<file path="config.mk">
export PLATFORM = sky130hd
export DESIGN_NAME = csel_adder_pipe
export DESIGN_NICKNAME = d
export VERILOG_FILES = /design/src/rtl/csel_adder_pipe.sv
export SDC_FILE = /design/constraint.sdc
export NUM_CORES = 1
export LEC_CHECK = 0
export CAP_MARGIN = 10
export CORE_UTILIZATION = 45
export CTS_BUF_LIST = sky130_fd_sc_hd__clkbuf_2 sky130_fd_sc_hd__clkbuf_4 sky130_fd_sc_hd__clkbuf_8
export CTS_CLUSTER_SIZE = 20
export DETAILED_ROUTE_END_ITERATION = 8
export GPL_TIMING_DRIVEN = 0
export PLACE_DENSITY_LB_ADDON = 0.1
export SLEW_MARGIN = 25
export SYNTH_ARGS = -nofsm -noshare
export SYNTH_HDL_FRONTEND = slang
export SYNTH_SLANG_ARGS = --single-unit
</file>
<file path="constraint.sdc">
create_clock -name clk -period 3.7 [get_ports clk]
set_input_delay 0.925 -clock clk [delete_from_list [all_inputs] [get_ports clk]]
set_output_delay 0.925 -clock clk [all_outputs]
set_load 0.05 [all_outputs]
</file>
<file path="src/rtl/csel_adder_pipe.sv">
// Two-stage pipelined carry-select adder with add, subtract and accumulate
// modes. Stage 1 computes both candidate sums of every BLOCK-wide slice
// (slice carry-in 0 and 1). Stage 2 resolves the slice-to-slice select chain
// and registers sum, carry-out and signed overflow. Both stages use a
// valid/ready handshake, so the pipeline can stall under backpressure.
module csel_adder_pipe #(
  parameter int WIDTH = 16,
  parameter int BLOCK = 4
) (
  input  logic             clk,
  input  logic             rst_n,
  input  logic             in_valid,
  output logic             in_ready,
  input  logic [WIDTH-1:0] a,
  input  logic [WIDTH-1:0] b,
  input  logic             cin,
  input  logic [1:0]       mode,
  input  logic             acc_clr,
  output logic             out_valid,
  input  logic             out_ready,
  output logic [WIDTH-1:0] sum,
  output logic             cout,
  output logic             ovf
);

  localparam int NB = WIDTH / BLOCK;

  typedef enum logic [1:0] {
    MODE_ADD     = 2'b00,
    MODE_SUB     = 2'b01,
    MODE_ACC     = 2'b10,
    MODE_ADD_ALT = 2'b11
  } mode_e;

  // Reject illegal geometries when the design is elaborated.
  if ((WIDTH % BLOCK) != 0 || WIDTH < 8 || WIDTH > 64 || BLOCK < 1) begin : g_param_check
    $error("csel_adder_pipe: WIDTH must be 8..64 and a multiple of BLOCK");
  end

  // Effective operands presented to stage 1.
  logic [WIDTH-1:0] x_eff;
  logic [WIDTH-1:0] y_eff;
  logic             c0_eff;
  logic             is_acc;

  // Candidate slice sums and carries for slice carry-in 0 and 1.
  logic [NB-1:0][BLOCK-1:0] cand_sum0;
  logic [NB-1:0][BLOCK-1:0] cand_sum1;
  logic [NB-1:0]            cand_co0;
  logic [NB-1:0]            cand_co1;

  // Stage 1 registers.
  logic                     s1_valid;
  logic [NB-1:0][BLOCK-1:0] s1_sum0;
  logic [NB-1:0][BLOCK-1:0] s1_sum1;
  logic [NB-1:0]            s1_co0;
  logic [NB-1:0]            s1_co1;
  logic                     s1_c0;
  logic                     s1_x_msb;
  logic                     s1_y_msb;
  logic                     s1_acc_op;

  // Stage 2 resolution results (combinational, from stage 1 registers).
  logic [NB-1:0][BLOCK-1:0] res_sum;
  logic                     res_cout;
  logic                     res_ovf;
  logic                     carry;

  // Accumulator and handshake control.
  logic [WIDTH-1:0] acc;
  logic             s2_valid;
  logic             s2_load_en;
  logic             s1_advance;
  logic             s1_can_load;
  logic             acc_hazard;
  logic             accept;

  // Handshake: a stage loads when empty or when its contents leave this cycle.
  assign s2_load_en  = !s2_valid || out_ready;
  assign s1_advance  = s1_valid && s2_load_en;
  assign s1_can_load = !s1_valid || s1_advance;
  // An accumulate op must not read acc until the one ahead of it has written it.
  assign acc_hazard  = (mode_e'(mode) == MODE_ACC) && s1_valid && s1_acc_op;
  assign in_ready    = s1_can_load && !acc_hazard;
  assign accept      = in_valid && in_ready;
  assign out_valid   = s2_valid;

  // Select effective operands X, Y and carry-in from the requested mode.
  always_comb begin
    // NOTE: every output of a combinational block gets a default first so no path leaves it unassigned and infers a latch.
    x_eff  = a;
    y_eff  = b;
    c0_eff = cin;
    is_acc = 1'b0;
    case (mode_e'(mode))
      MODE_SUB: begin
        y_eff  = ~b;
        c0_eff = 1'b1;
      end
      MODE_ACC: begin
        x_eff  = acc;
        is_acc = 1'b1;
      end
      default: ;
    endcase
  end

  // Compute both candidate sums for every slice.
  always_comb begin
    cand_sum0 = '0;
    cand_sum1 = '0;
    cand_co0  = '0;
    cand_co1  = '0;
    for (int i = 0; i < NB; i++) begin
      {cand_co0[i], cand_sum0[i]} = {1'b0, x_eff[i*BLOCK +: BLOCK]}
                                  + {1'b0, y_eff[i*BLOCK +: BLOCK]};
      {cand_co1[i], cand_sum1[i]} = {1'b0, x_eff[i*BLOCK +: BLOCK]}
                                  + {1'b0, y_eff[i*BLOCK +: BLOCK]}
                                  + {{BLOCK{1'b0}}, 1'b1};
    end
  end

  // Stage 1 valid flag.
  always_ff @(posedge clk or negedge rst_n) begin
    // NOTE: sequential state always uses non-blocking assignments so every register samples pre-edge values.
    if (!rst_n) begin
      s1_valid <= 1'b0;
    end else if (s1_can_load) begin
      s1_valid <= accept;
    end
  end

  // Stage 1 payload capture on acceptance.
  // NOTE: payload registers carry no reset; they are qualified by s1_valid, so their power-up value is never observed.
  always_ff @(posedge clk) begin
    if (accept) begin
      s1_sum0   <= cand_sum0;
      s1_sum1   <= cand_sum1;
      s1_co0    <= cand_co0;
      s1_co1    <= cand_co1;
      s1_c0     <= c0_eff;
      s1_x_msb  <= x_eff[WIDTH-1];
      s1_y_msb  <= y_eff[WIDTH-1];
      s1_acc_op <= is_acc;
    end
  end

  // Resolve the carry-select chain slice by slice and derive overflow.
  always_comb begin
    // NOTE: carry is a blocking temporary so each slice sees the carry chosen by the slice below it.
    carry   = s1_c0;
    res_sum = '0;
    for (int i = 0; i < NB; i++) begin
      res_sum[i] = carry ? s1_sum1[i] : s1_sum0[i];
      carry      = carry ? s1_co1[i]  : s1_co0[i];
    end
    res_cout = carry;
    res_ovf  = (s1_x_msb == s1_y_msb) && (res_sum[NB-1][BLOCK-1] != s1_x_msb);
  end

  // Stage 2 result registers; they hold while the consumer stalls.
  always_ff @(posedge clk or negedge rst_n) begin
    if (!rst_n) begin
      s2_valid <= 1'b0;
      sum      <= '0;
      cout     <= 1'b0;
      ovf      <= 1'b0;
    end else if (s2_load_en) begin
      s2_valid <= s1_valid;
      if (s1_valid) begin
        sum  <= res_sum;
        cout <= res_cout;
        ovf  <= res_ovf;
      end
    end
  end

  // Accumulator: clear wins over an accumulate result entering stage 2.
  always_ff @(posedge clk or negedge rst_n) begin
    if (!rst_n) begin
      acc <= '0;
    end else if (acc_clr) begin
      acc <= '0;
    end else if (s1_advance && s1_acc_op) begin
      acc <= res_sum;
    end
  end

endmodule

</file>
==> metrics <==
outcome completed; total core area 8680 µm²; Synth Net Count 427; RSZ-0062 raised after global routing no; Final ANT Viol Nets 0; Area growth, synth to finish 24.3%; 1st-pass router iterations 4; maximum vdd drop 0.000181 V; hold endpoint sum[6]$_DFFE_PN0P_; clock tree buffer depth 2; CP Capture Type register; skew final 12.3 ps; number of global-route vias before repair 2,632; Post-route DRC 0; LEAKAGE 0.00216 µW; largest area contributor in the netlist edfxtp_1; Initial Util 0.464; Worst Max-Slew Pin Slew 633 ps; top cells by area, synth edfxtp_1 (33%), dfrtp_1 (22%), nand2_1 (7.9%); RR Endpoint acc[14]$_DFFE_PN0P_; most common cell after layout, fill and taps aside nand2_1; Hold Vio Cnt, Final 0; diode count 0; synthesized area per cell 11.1 µm²; Die X 96.6 µm; CTS root buf clkbuf_8; Final Core Density 0.576; Seq cells post-synth 80; GRT overflow 0; setup tns final 0 ps; share of the synthesized area in the top cell type 0.328; H-tree levels 3; Die Y 96.6 µm; initial antenna violation count 0; placed cells 532; synthesized area 4030 µm²; Worst R2R Start s1_c0$_SDFFCE_PP1P_; clk sinks 80; HP Class register to register; commonest cells after routing, fill and taps aside nand2_1 (85), clkdlybuf4s50_1 (57), edfxtp_1 (44), dfrtp_1 (36), xnor2_1 (31); NumNets Final 496; CTS buffer count 9; post-route insts no fill 545; DR vias/cell 5.07; hold path depth 2; GPL Wtd Cong 0.762; Core Rows 34; Synth Flop Type edfxtp_1; post-CTS setup buffer count 0; CP Class primary input to register; power after layout 2950 µW; Cell variety after synth 34; CP arrival 3620 ps; later-pin clock latency in the skew report 350 ps; 1st-iter DRT viols 88; share of layout cells above drive strength 1 0.0686; cell count of the worst reg-to-reg path 7; die area 9330 µm²; fmax 0.284 GHz; num ports 60; CTS tree done; Req. time, crit path 3800 ps; largest net degree at the start of global routing 32; Vias 2,765; clock-pin slew on the worst setup and hold paths 80 ps; Max Cap Viol 0; CP max FO 10; fillcell total 769; first-pass GRT wire length 13,000 µm; worst hold margin 486 ps; drt wl/cell 15.7 µm; register area share after synthesis 0.552; slew margin rel. 0.578; Reg2Reg Setup Slack 1360 ps; Worst Setup Start Kind primary input; Total Routing Usage GR 0.195; Power Density 589 nW/µm²; fraction of registers with async set/reset 0.450; # setup viols final 0; crit path time final 3520 ps; final wirelength 8540 µm; final worst path period share 0.952; Port Buffers 59; Mapped Cells 363; worst hold start sum[6]$_DFFE_PN0P_; Post-synth EDFFs 44; Yosys Warn Count 0; final-report max-slew violation count 0; Final HPWL DP 6410 µm
==> worst max-delay path by stage <==
stage	startpoint	to	slack (ps)	depth (start not counted)
global placement	mode[1]	s1_co1[0]$_DFFE_PP_	-920	11
CTS	mode[1]	s1_co1[0]$_DFFE_PP_	30	10
detailed placement	mode[1]	s1_co1[0]$_DFFE_PP_	-1020	11
global route	mode[1]	s1_co1[0]$_DFFE_PP_	30	10
finish	mode[1]	s1_co1[0]$_DFFE_PP_	180	10
floorplan	mode[1]	s1_sum1[11]$_DFFE_PP_	330	10
==> flip-flops by register name, indices dropped and copies added, names as in the netlist, 4 cells and up <==
| signal | count |
|---|---|
| s1_sum0 | 16 |
| sum | 16 |
| s1_co0 | 4 |
| s1_sum1 | 16 |
| s1_co1 | 4 |
| acc | 16 |
==> synth_stat cells, types with 5 or more instances <==
cell type   n
inv_1      18
nor2b_1     5
o21ai_1    20
ha_1       20
xor2_1      5
dfrtp_1    36
mux2i_1    17
clkbuf_1    9
a21o_1      6
a21oi_1     7
edfxtp_1   44
xnor2_1    31
o21ai_0    17
nand2_1    85
nand3_1    10
nand2b_1    7
==> power by group <==
group	switching (µW)	total [µW]	leakage [µW]	internal (µW)
Clock	343	668	0.000106	325
Sequential	83.5	1250	0.000890	1170
Combinational	639	1030	0.00116	389
==> critical path, cell delays in order <==
cell	delay [ps]
clkdlybuf4s50_1	490
nand2b_2	330
clkbuf_4	380
xnor2_1	150
ha_1	210
inv_1	60
fa_1	410
xnor2_1	350
nand3_1	160
xnor2_1	140
==> layer usage <==
layer / track usage / up-vias / routed length [µm]
met3: 0.0274 / 9 / 236
met4: 0.0723 / 0 / 107
li1: - / 1376 / -
met5: 0 / - / 0
met1: 0.249 / 1326 / 3910
met2: 0.335 / 54 / 4290
==> through the flow <==
stage | setup WS, ps | cell area (µm²)
2_1_floorplan | 328 | 4030
3_5_place_dp | -1020 | 4790
5_1_grt | 34.4 | 5000
4_1_cts | 31.4 | 5000
6_report | 178 | 5000
3_3_place_gp | -915 | 4750
==> final cells by class <==
cell class,count,area [µm²],share of cell area
flip-flops and latches,80,2220,0.444
multi-input cells,252,1680,0.336
repair buffers,61,636,0.127
well taps,108,135,0.0270
clock buffers,9,124,0.0248
clock inverters,7,82.6,0.0165
inverters,19,71.3,0.0143
plain buffers,9,50.0,0.0100
==> kinds of logic (layout without fill, tap and decap cells) <==
group | after synthesis | count (layout) | synth area share
AO/OA/AOI/OAI | 55 | 55 | 0.0762
flip-flops | 80 | 80 | 0.552
AND/OR/NAND/NOR | 117 | 117 | 0.125
adder cells (fa/ha/maj) | 24 | 24 | 0.0821
multiplexers | 20 | 20 | 0.0550
XOR/XNOR | 36 | 36 | 0.0783
buffers and inverters | 31 | 105 | 0.0317
==> repair_timing <==
item / 4_1_cts / 5_1_grt
resized for setup: 4 / 3
hold buffers: 0 / 0
setup endpoints to repair: 26 / 5
Power figures use the tool's default switching activity.
